### config.mk
export PLATFORM = sky130hd
export DESIGN_NAME = if_fetch_queue_flat
export DESIGN_NICKNAME = d
export VERILOG_FILES = /design/src/rtl/if_fetch_queue_pkg.sv /design/src/rtl/if_fetch_queue_if.sv /design/src/rtl/if_fetch_queue_fetch_fifo.sv /design/src/rtl/if_fetch_queue.sv /design/src/flat_wrapper.sv
export SDC_FILE = /design/constraint.sdc
export NUM_CORES = 1
export LEC_CHECK = 0
export BUFFER_PORTS_ARGS = -buffer_cell sky130_fd_sc_hd__buf_4
export CAP_MARGIN = 20
export CORE_MARGIN = 2
export CORE_UTILIZATION = 60
export CTS_BUF_LIST = sky130_fd_sc_hd__clkbuf_8
export CTS_CLUSTER_DIAMETER = 120
export DETAILED_ROUTE_END_ITERATION = 6
export PLACE_DENSITY = 0.82
export REMOVE_ABC_BUFFERS = 1
export SETUP_SLACK_MARGIN = 0.15
export SYNTH_ARGS = -nofsm -noshare
export SYNTH_HDL_FRONTEND = slang
export SYNTH_SLANG_ARGS = --single-unit
### constraint.sdc
create_clock -name clk -period 4.35 [get_ports clk]
set_clock_uncertainty 0.2 [all_clocks]
set_input_delay 0.435 -clock clk [delete_from_list [all_inputs] [get_ports clk]]
set_output_delay 0.435 -clock clk [all_outputs]
set_load 0.1 [all_outputs]
### src/rtl/if_fetch_queue_pkg.sv
// Shared fetch-path definitions: bus widths and control polarities.
package if_fetch_queue_pkg;
    localparam int   INST_ADDR_W = 32;  // InstAddrBus
    localparam int   INST_W      = 32;  // InstBus
    localparam logic RST_ENABLE  = 1'b1;
    localparam logic CHIP_ENABLE = 1'b1;
    localparam logic FLUSH       = 1'b1;
    localparam logic NO_FLUSH    = 1'b0;
endpackage

### src/rtl/if_fetch_queue_if.sv
// PC-generator / ROM / ID-stage bundle around the fetch queue.
interface if_fetch_queue_if
    import if_fetch_queue_pkg::*;
#(
    parameter int AW    = INST_ADDR_W,
    parameter int DW    = INST_W,
    parameter int DEPTH = 4
);
    localparam int CW = $clog2(DEPTH) + 1;

    logic [AW-1:0] pc_i;
    logic          ce_i;
    logic [DW-1:0] inst_i;
    logic          flush_i;
    logic          stall_o;
    logic [AW-1:0] id_pc_o;
    logic [DW-1:0] id_inst_o;
    logic          id_valid_o;
    logic          id_ready_i;
    logic [CW-1:0] count_o;
    logic          ovf_o;

    modport slave (
        input  pc_i, ce_i, inst_i, flush_i, id_ready_i,
        output stall_o, id_pc_o, id_inst_o, id_valid_o, count_o, ovf_o
    );

    modport master (
        output pc_i, ce_i, inst_i, flush_i, id_ready_i,
        input  stall_o, id_pc_o, id_inst_o, id_valid_o, count_o, ovf_o
    );
endinterface

### src/rtl/if_fetch_queue_fetch_fifo.sv
// Generic DEPTH x W circular FIFO with explicit count; clear drops all entries.
module fetch_fifo
    import if_fetch_queue_pkg::*;
#(
    parameter int DEPTH = 4,
    parameter int W     = 64
) (
    input  logic                       clk,
    input  logic                       rst,
    input  logic                       i_push,
    input  logic                       i_pop,
    input  logic                       i_clear,
    input  logic [W-1:0]               i_wdata,
    output logic [W-1:0]               o_rdata,
    output logic [$clog2(DEPTH):0]     o_count,
    output logic                       o_full,
    output logic                       o_empty
);
    localparam int PW = $clog2(DEPTH);
    localparam int CW = PW + 1;

    logic [W-1:0]  r_mem [DEPTH];
    logic [PW-1:0] r_wr_ptr;
    logic [PW-1:0] r_rd_ptr;
    logic [CW-1:0] r_count;
    logic          w_wr_en;
    logic          w_rd_en;

    assign o_full  = (r_count == CW'(DEPTH));
    assign o_empty = (r_count == '0);

    // A push into a full FIFO only lands when the head leaves in the same cycle.
    assign w_wr_en = i_push & (~o_full | i_pop) & ~i_clear;
    assign w_rd_en = i_pop & ~o_empty & ~i_clear;

    always_ff @(posedge clk) begin
        if (rst == RST_ENABLE) begin
            r_wr_ptr <= '0;
            r_rd_ptr <= '0;
            r_count  <= '0;
        end else if (i_clear) begin
            r_rd_ptr <= r_wr_ptr;
            r_count  <= '0;
        end else begin
            if (w_wr_en) r_wr_ptr <= r_wr_ptr + PW'(1);
            if (w_rd_en) r_rd_ptr <= r_rd_ptr + PW'(1);
            r_count <= r_count + CW'(w_wr_en) - CW'(w_rd_en);
        end
    end

    always_ff @(posedge clk) begin
        if (w_wr_en) r_mem[r_wr_ptr] <= i_wdata;
    end

    assign o_rdata = o_empty ? '0 : r_mem[r_rd_ptr];
    assign o_count = r_count;
endmodule

### src/rtl/if_fetch_queue.sv
// Fetch buffer: pairs each issued PC with the ROM word of the next cycle and queues it for ID.
module if_fetch_queue
    import if_fetch_queue_pkg::*;
#(
    parameter int DEPTH = 4,
    parameter int AW    = INST_ADDR_W,
    parameter int DW    = INST_W
) (
    input  logic              clk,
    input  logic              rst,
    if_fetch_queue_if.slave   bus
);
    localparam int CW = $clog2(DEPTH) + 1;

    if (DEPTH < 2 || (DEPTH & (DEPTH - 1)) != 0) begin : g_depth_chk
        $error("DEPTH must be a power of two >= 2");
    end

    logic          r_pend_valid;
    logic [AW-1:0] r_pend_pc;
    logic          r_ovf;

    logic          w_flush;
    logic          w_issue;
    logic          w_push;
    logic          w_pop;
    logic          w_stall;
    logic          w_full;
    logic          w_empty;
    logic [CW-1:0] w_count;
    logic [AW+DW-1:0] w_rdata;

    assign w_flush = (bus.flush_i == FLUSH);

    // Credit-based: the in-flight fetch already owns a slot, so stall counts it.
    assign w_stall = (w_count + CW'(r_pend_valid)) >= CW'(DEPTH);
    assign w_issue = (bus.ce_i == CHIP_ENABLE) & ~w_stall & (bus.flush_i == NO_FLUSH);
    assign w_push  = r_pend_valid & ~w_flush;
    assign w_pop   = ~w_empty & bus.id_ready_i & ~w_flush;

    always_ff @(posedge clk) begin
        if (rst == RST_ENABLE) begin
            r_pend_valid <= 1'b0;
            r_ovf        <= 1'b0;
        end else begin
            r_pend_valid <= w_issue;
            if (w_push & w_full & ~w_pop) r_ovf <= 1'b1;
        end
    end

    always_ff @(posedge clk) begin
        if (w_issue) r_pend_pc <= bus.pc_i;
    end

    fetch_fifo #(
        .DEPTH (DEPTH),
        .W     (AW + DW)
    ) u_fifo (
        .clk     (clk),
        .rst     (rst),
        .i_push  (w_push),
        .i_pop   (w_pop),
        .i_clear (w_flush),
        .i_wdata ({r_pend_pc, bus.inst_i}),
        .o_rdata (w_rdata),
        .o_count (w_count),
        .o_full  (w_full),
        .o_empty (w_empty)
    );

    assign bus.stall_o    = w_stall;
    assign bus.id_valid_o = ~w_empty;
    assign bus.id_pc_o    = w_rdata[AW+DW-1:DW];
    assign bus.id_inst_o  = w_rdata[DW-1:0];
    assign bus.count_o    = w_count;
    assign bus.ovf_o      = r_ovf;
endmodule

### src/flat_wrapper.sv
// flat-port wrapper written by rule: the top's interface ports become plain ports
module if_fetch_queue_flat import if_fetch_queue_pkg::*;
#(
    parameter int DEPTH = 4,
    parameter int AW    = INST_ADDR_W,
    parameter int DW    = INST_W
)
  (clk, rst, bus_pc_i, bus_ce_i, bus_inst_i, bus_flush_i, bus_id_ready_i, bus_stall_o, bus_id_pc_o, bus_id_inst_o, bus_id_valid_o, bus_count_o, bus_ovf_o);
  if_fetch_queue_if #(.AW(AW), .DW(DW), .DEPTH(DEPTH)) bus_i ();
  input  logic clk;
  input  logic rst;
  input wire logic [$bits(bus_i.pc_i)-1:0] bus_pc_i;
  input wire logic [$bits(bus_i.ce_i)-1:0] bus_ce_i;
  input wire logic [$bits(bus_i.inst_i)-1:0] bus_inst_i;
  input wire logic [$bits(bus_i.flush_i)-1:0] bus_flush_i;
  input wire logic [$bits(bus_i.id_ready_i)-1:0] bus_id_ready_i;
  output wire logic [$bits(bus_i.stall_o)-1:0] bus_stall_o;
  output wire logic [$bits(bus_i.id_pc_o)-1:0] bus_id_pc_o;
  output wire logic [$bits(bus_i.id_inst_o)-1:0] bus_id_inst_o;
  output wire logic [$bits(bus_i.id_valid_o)-1:0] bus_id_valid_o;
  output wire logic [$bits(bus_i.count_o)-1:0] bus_count_o;
  output wire logic [$bits(bus_i.ovf_o)-1:0] bus_ovf_o;
  assign bus_i.pc_i = bus_pc_i;
  assign bus_i.ce_i = bus_ce_i;
  assign bus_i.inst_i = bus_inst_i;
  assign bus_i.flush_i = bus_flush_i;
  assign bus_i.id_ready_i = bus_id_ready_i;
  assign bus_stall_o = bus_i.stall_o;
  assign bus_id_pc_o = bus_i.id_pc_o;
  assign bus_id_inst_o = bus_i.id_inst_o;
  assign bus_id_valid_o = bus_i.id_valid_o;
  assign bus_count_o = bus_i.count_o;
  assign bus_ovf_o = bus_i.ovf_o;
  if_fetch_queue #(.DEPTH(DEPTH), .AW(AW), .DW(DW)) u_core (.clk(clk), .rst(rst), .bus(bus_i));
endmodule
After elaboration in Yosys (flattened, before gate mapping)
Memories as Yosys holds them, arrays and structs flattened. A register that Yosys moved wholly into a read port is not among the register bits.
Index checks and enable logic that the tools add are counted.
- RAM bits: 256
- output and inout bits: 70
- bits of input ports: 69
- memories: 1
- register bits after elaboration: 41
- memory list (name ; words ; bits a word ; rd ports ; clocked after Yosys merged registers in ; wr ports ; RTL line ; RTL):
    u_core.u_fifo.r_mem ; 4 ; 64 ; 1 ; 1 ; 1 ; if_fetch_queue_fetch_fifo.sv:22 ; logic [W-1:0] r_mem [DEPTH];
- order comparisons: 1
- multiplexer cells: 7
- add/sub/neg operators: 5
- equal/unequal tests: 1
- bitwise logic cells: 17
- reductions and logical operators: 4
- operators with widths (kind ; number):
    two-way mux 64 bit ; 1
    bitwise AND 1 bit ; 11
    two-way mux 2 bit ; 4
    adder 3 x 1 -> 3 bit ; 2
    inverter 1 bit ; 5
    adder 2 x 1 -> 2 bit (second input constant) ; 2
    == test 3 bit (second input constant) ; 1
    greater-or-equal comparator 3 bit (second input constant) ; 1
    zero test 3 bit ; 1
    subtractor 3 x 1 -> 3 bit ; 1
    two-way mux 1 bit ; 2
    AND reduction 2 bit ; 1
    nonzero test 2 bit ; 1
    OR reduction 2 bit ; 1
    bitwise OR 1 bit ; 1

Longest topological paths before layout
Gate-level depths: netlist of run 1.
- depth in word-level cells: 10
- gate-level depth with buffers: 11
- gate-level depth less buffers: 11

Hierarchy
From an unflattened synthesis of run 1, not the netlist that was laid out.
- cells, all modules: 507
- area total of the unflattened synthesis: 11297.1 µm²
- by module, submodules not included (module ; area an instance (µm²) ; cells an instance ; times used ; seq. area each (µm²)):
    fetch_fifo ; 10183.5 ; 459 ; 1 ; 7867.5
    if_fetch_queue ; 1113.6 ; 48 ; 1 ; 1001.0

Worst setup path before layout of run 1
Ideal clock, no wire load.
- path type: flip-flop to flip-flop
- start: register u_core.u_fifo.r_count[1] (netlist: u_core.u_fifo.o_count[1])
- end: register u_core.r_pend_pc[0] (enable)
- required time: 3682 ps
- path buffers: 0
- arrival time: 4660 ps
- setup time: 468 ps
- cell stages (with the launch flop): 4
- path slack: -978 ps
- path through: dfxtp_1 -> nand3_1 -> xnor2_1 -> nor3b_1
- cells in the longest elaborated chain, start to end: 5
- ends and longest elaborated chain (element ; RTL line ; RTL):
    from (decl) ; if_fetch_queue_fetch_fifo.sv:25 ; logic [CW-1:0] r_count;
    from (signal assigned) ; if_fetch_queue_fetch_fifo.sv:47 ; r_count <= r_count + CW'(w_wr_en) - CW'(w_rd_en);
    adder 3 x 1 -> 3 bit ; if_fetch_queue.sv:36 ; assign w_stall = (w_count + CW'(r_pend_valid)) >= CW'(DEPTH);
    greater-or-equal comparator 3 bit ; if_fetch_queue.sv:36 ;
    via bus_stall_o ; flat_wrapper.sv:17 ; output wire logic [$bits(bus_i.stall_o)-1:0] bus_stall_o;
    inverter 1 bit ; if_fetch_queue.sv:37 ; assign w_issue = (bus.ce_i == CHIP_ENABLE) & ~w_stall & (bus.flush_i == NO_FLUSH);
    bitwise AND 1 bit (2 in a row) ; if_fetch_queue.sv:37 ;
    via u_core.w_issue ; if_fetch_queue.sv:24 ; logic w_issue;
    to (signal assigned) ; if_fetch_queue.sv:52 ; if (w_issue) r_pend_pc <= bus.pc_i;
    to (decl) ; if_fetch_queue.sv:20 ; logic [AW-1:0] r_pend_pc;
The timed path passes the listed nets, and every way through them passes these cells.
A chain may end at the register's enable or synchronous reset.

==> key figures, run 1 <==
Logic synthesis
  • Cell taking the most area after synthesis: edfxtp_1
  • Adder-Cell Fraction of Synth Area: 0.8427%
  • Largest family of logic cells by synthesized area: multiplexers
  • Post-synth EDFFs: 288
  • Flops & latches, synth: ~300
  • YS warnings: 0
  • Compound-Gate Fraction of Synth Area: less than 1%
  • Post-Synth XOR/XNOR Area: 0.3881%
  • Number of distinct library cells after synthesis: 31
  • Most frequent cell after synthesis: edfxtp_1
  • Prevailing post-synth register cell: edfxtp_1
  • Post-synthesis async set-or-reset flop share: 0%
  • Mux share of post-synthesis cell area: a little over an eighth
  • Mean Syn Cell Area: 22.66 um^2
  • Post-synthesis sequential area ratio: between 70% and 80%
  • Post-synth top area share: 76.64%
  • Syn Inst Count: approximately 500
  • Synth top area cells: edfxtp_1 77%, mux4_2 12%, and2_1 3.9%
  • Most frequent cells after synthesis: 288 x edfxtp_1, 70 x and2_1, 60 x mux4_2, 11 x dfxtp_1, 8 x clkbuf_1
  • Simple-Gate Fraction of Synth Area: 4.679%
  • Post-Syn Area: 0.01128 mm^2

Place
  • Routability cong.: between 0.7 and 0.8
  • Post-Place Cells: 851
  • Post-DP HPWL: 10.95 mm
  • PortBufs: 138
  • Pre-CTS setup slack: 1.424 ns

Routing
  • Via count: 5554
  • Vias/cell: 5.526
  • Detail Route Antenna Nets: 0
  • Drt drc: 0
  • Post-Route WL: 20.20 mm
  • Initial drt markers: 273
  • Initial DRT Pass Iterations: 5
  • WL per Instance: 20.10 um

Power and ir drop
  • P_leak: roughly 4.9 nW
  • Total power draw: 5.593 mW
  • Peak supply drop: roughly 0.00029 V
  • PD cells: about 400 mW/mm^2

Timing
  • Final WS setup: 0.9728 ns
  • # setup viols final: 0
  • Hold WS: around 0.14 ns
  • Max-slew violations: 0
  • Worst slew margin: 33.77%
  • Crit path time final: 3.377 ns
  • Setup_tns: 0 ns
  • RSZ-0062 raised after global routing: false
  • F_max: just under 0.3 GHz
  • Final Hold Fails: 0
  • Fin crit share: between 70% and 80%
  • Tightest Pin Transition: 0.9935 ns

Cells and area
  • Area Overhead vs Synth: 23.87%
  • Filler cells: 1024
  • Ratio of cells with drive above 1 in the final layout: a little over a third
  • Number of nets in the layout: 809
  • Final non-filler cell total: 1005

Worst setup path
  • Crit end category: output pin
  • Worst Path Arrival: 2.74 ns
  • Crit path required time: 3.71 ns
  • Critical Path Start Type: flip-flop
  • Max Fanout on Critical Path: 33
  • Setup CP Type: reg2out

Floorplan
  • Die height: 141.1 um
  • Initial Util: just over 60%
  • Site Rows: 50
  • Die area: approximately 0.020 mm^2
  • Core area: 0.01858 mm^2
  • Die width: 141.1 um
  • Io pins: approximately 140

Clock tree
  • Clk root buf: clkbuf_8
  • Clk sink count: 299
  • TritonCTS Buffers: 46
  • # resized after CTS: 0
  • CTS tree: yes
  • Setup repair bufs after CTS: 0
  • H-tree levels: 2
  • Clock transition at path regs: 0.06 ns
  • CTS Buffer Depth: 3
  • Post-CTS Hold Buffers: 67
  • Clock latency on the worst-skew pair: 0.53 ns

Global routing
  • Number of global-route vias before repair: 6070
  • Gr ovfl total: 0
  • Initial antenna violation count: 1
  • First-pass GRT wire length: approximately 31 mm
  • Pin count of the biggest net entering global routing: 66
  • Global Route Usage Sum: between 20% and 30%

Run status
  • Status: completed

Worst hold path
  • Worst min path class: in2reg

Run
  • Max Cap Viol: 0
-- flip-flops by register name, summed over array words and instances (netlist names), named ones only --
name / cells
u_core.u_fifo.o_count: 3
u_core.u_fifo.r_rd_ptr: 2
u_core.u_fifo.r_mem: 256
u_core.r_pend_pc: 32
u_core.bus.ovf_o: 1
u_core.r_pend_valid: 1
u_core.u_fifo.r_wr_ptr: 2
-- critical path, cell delays in order, from the launching register on --
cell	delay, ns
dfxtp_4	0.78
buf_4	0.40
mux4_1	0.60
and2_1	0.18
buf_4	0.23
-- path summary, 6_finish.rpt --
kind	from	depth (start not counted)	slack, ns	to
max	flip-flop	4	0.97	bus_id_inst_o[0]
min	bus_id_ready_i	4	0.14	u_core.bus.ovf_o
max reg2reg	u_core.u_fifo.o_count[1]	11	1.41	u_core.u_fifo.o_count[2]
min reg2reg	u_core.r_pend_pc[10]	0	0.30	u_core.u_fifo.r_mem[3][42]
-- routing by layer --
layer	share of wire [%]	vias to the layer above	GRT usage (%)	wire, um
met4	1.4	0	5.947	273
met1	41	2798	28.13	8352
li1	-	2491	-	-
met3	7.5	28	4.959	1521
met5	0	-	0	0
met2	50	237	34.13	10050
-- report_power, final --
part           leakage, nW  switching [mW]  total, mW  internal (mW)
logic                 1.73           0.158      0.321          0.162
clock network        0.500           0.984       2.02           1.04
registers             2.70          0.0459       3.25           3.20
-- area by class of cell --
class | instances | area, um^2 | area share, %
multi-input combinational | 170 | 2208 | 15.80
clock inverter | 36 | 145.1 | 1.038
sequential | 299 | 8876 | 63.50
antenna | 1 | 2.502 | 0.01790
clock buffer | 49 | 674.4 | 4.825
timing repair buffer | 210 | 1757 | 12.57
inverter | 6 | 22.52 | 0.1611
tap | 234 | 292.8 | 2.095
-- placed cells by master, fill, tap and decap left out, types with 2 or more instances in the layout --
master         Yosys  layout
edfxtp_1         288     288
buf_4              0     142
dlygate4sd3_1      0      67
and2_1            70      66
mux4_2            60      60
clkbuf_8           0      49
inv_1              6      27
clkinv_1           0      10
dfxtp_1           11       9
nor2_1             6       6
ha_1               6       6
mux4_1             4       4
and2_4             0       4
clkinv_2           0       4
xnor2_1            3       3
nor3b_2            1       2
xor2_1             2       2
a21o_1             2       2
a21oi_1            2       2
nand2b_1           2       2
dfxtp_4            0       2
-- kinds of logic after synthesis --
| logic type | Yosys count |
|---|---|
| AO/OA/AOI/OAI | 7 |
| multiplexers | 66 |
| flip-flops | 299 |
| buffers and inverters | 29 |
| adder cells (fa/ha/maj) | 7 |
| AND/OR/NAND/NOR | 85 |
| XOR/XNOR | 5 |
-- metrics by stage --
step | utilization, % | cell area [um^2]
3_3_place_gp | 67.09 | 12470
3_5_place_dp | 67.09 | 12470
6_report | 75.23 | 13980
4_1_cts | 75.11 | 13960
2_1_floorplan | - | 11080
5_1_grt | 75.23 | 13980
(Power assumes the default switching activity.)
==> run 2, diff against run 1 <==
- clock period: 4.35 -> 3.5 ns (I/O delays scaled with it)
==> run 2 against run 1 <==
Sequential cell count did not move. Utilization rose by 1.8 points. Sequential power up 24%. Count of clock-buffer cells in the layout up 1. Largest cell class unchanged.
==> key figures, run 2 (synthesis results as in run 1) <==
Global routing
  • Met1 Track Usage GR: 28.55%
  • Pin count of the biggest net entering global routing: 66
  • First-pass GRT wire length: around 32 mm
  • Met3 Track Usage GR: 4.959%
  • Met2 Resource Use GR: about a third
  • Initial antenna violation count: 1
  • Global Route Usage Sum: a little over a fifth
  • Number of global-route vias before repair: just under 6000
  • Global route hottest layer: met2
  • Gr ovfl total: 0

Floorplan
  • Io pins: 139
  • Site Rows: 50
  • Initial Util: between 60% and 70%
  • Die height: 141.1 um
  • Core area: 0.01858 mm^2
  • Die area: 0.01992 mm^2
  • Die width: 141.1 um

Cells and area
  • Reg with most FFs: u_core.u_fifo.r_mem
  • Register area: 0.008876 mm^2
  • Ratio of cells with drive above 1 in the final layout: 36.41%
  • Post-route cell area: 0.01432 mm^2
  • Number of nets in the layout: 818
  • Largest register FFs: between 200 and 300
  • Area of the multi-input gates: 0.002215 mm^2
  • Filler cells: around 960
  • Area Overhead vs Synth: 26.87%
  • ANT cells: 0
  • Commonest non-fill, non-tap cells in the layout: 288 x edfxtp_1, 142 x buf_4, 69 x dlygate4sd3_1
  • Commonest non-fill, non-tap cell in the layout: edfxtp_1

Place
  • Placed cell areas: 0.01259 mm^2
  • PortBufs: 138
  • Post-DP HPWL: around 12 mm
  • Routability cong.: ~0.78
  • Pre-CTS setup slack: 0.6162 ns

Routing
  • Via count: around 5600
  • Vias/cell: 5.476
  • WL per Instance: 20.39 um
  • Drt drc: 0
  • Post-Route WL: 20.68 mm
  • Initial DRT Pass Iterations: 4
  • Initial drt markers: approximately 350
  • Detail Route Antenna Nets: 0

Worst setup path
  • Worst R2R Setup Slack: 0.37 ns
  • Crit end category: flip-flop
  • Worst Path Arrival: 3.41 ns
  • Max Fanout on Critical Path: 8
  • Setup CP Type: reg2reg
  • Critical Path Start Type: flip-flop
  • Crit path required time: 3.78 ns

Timing
  • Fin crit share: between 80 and 90%
  • Hold WS: ~0.094 ns
  • Worst slew margin: 58.40%
  • F_max: approximately 0.32 GHz
  • Final WS setup: 0.3654 ns
  • Final Hold Fails: 0
  • Max-slew violations: 0
  • Crit path time final: 3.135 ns
  • Tightest Pin Transition: 0.6239 ns
  • # setup viols final: 0
  • Setup_tns: 0 ns
  • RSZ-0062 raised after global routing: false

Clock tree
  • CTS Buffer Depth: 3
  • CTS tree: yes
  • Clock latency on the worst-skew pair: 0.54 ns
  • Clk root buf: clkbuf_8
  • TritonCTS Buffers: 47
  • Clock transition at path regs: 0.05 ns
  • H-tree levels: 2
  • Setup repair bufs after CTS: 0
  • Clk sink count: ~300

Power and ir drop
  • Peak supply drop: 0.0004931 V
  • P_leak: 5.045 nW
  • PD cells: 523.7 mW/mm^2

Run status
  • Status: completed

Worst hold path
  • Worst min path class: in2reg

Run
  • Max Cap Viol: 0
[run 2: cell count changes in the layout (fill, tap and decap cells not counted), moves of 2 or more]
cell,previous run,this run
buf_12,1,6
clkinvlp_4,0,4
inv_1,27,20
clkinv_1,10,8
dlygate4sd3_1,67,69
bufinv_16,0,6
[run 2: cell type report]
type	count	area share (%)
Sequential cell	299	62.00
Inverter	6	0.1573
Clock inverter	37	2.220
Clock buffer	50	4.807
Tap cell	234	2.045
Multi-Input combinational cell	170	15.47
Timing Repair Buffer	218	13.30
[run 2: final timing paths]
kind / from / endpoint / depth (start not counted)
min reg2reg: u_core.r_pend_pc[26] / u_core.u_fifo.r_mem[3][58] / 0
max reg2reg: u_core.u_fifo.o_count[1] / u_core.u_fifo.o_count[1] / 10
min: bus_id_ready_i / u_core.bus.ovf_o / 4
max: u_core.u_fifo.o_count[1] / u_core.u_fifo.o_count[1] / 10
[run 2: critical path, stage by stage (launching register included)]
cell and delay, ns:
dfxtp_1 0.54, nor4b_2 0.15, nor3b_4 0.36, inv_1 0.09, ha_1 0.29, inv_1 0.05, ha_1 0.16, inv_1 0.07
fa_1 0.41, nor3_1 0.17, dlygate4sd3_1 0.58
[run 2: per-stage QoR]
| stage | util, % | power, mW | cells |
|---|---|---|---|
| CTS | 76.87 | 7.551 | 1013 |
| global route | 77.05 | 7.756 | 1014 |
| finish | 77.05 | 7.497 | 1014 |
| detailed placement | 67.74 | 4.456 | 857 |
| global placement | 67.74 | 4.438 | 857 |
| floorplan | - | 4.313 | 475 |
[run 2: report_power, final]
part           switching [mW]  internal [mW]  total (mW)
sequential             0.0478           3.98        4.03
clock                    1.28           1.77        3.05
combinational           0.209          0.208       0.417
[run 2: timing repair]
action | CTS | global route
gates resized for setup | 0 | 1
hold endpoints to repair | 171 | 0
hold buffers | 69 | 0
setup endpoints to repair | 0 | 1
[run 2: per-layer routing]
metal  vias up  part of all wire (%)
met2       188                    51
met4         2                   1.2
met5         -                 0.039
met3        23                   5.8
li1       2507                     -
met1      2833                    42
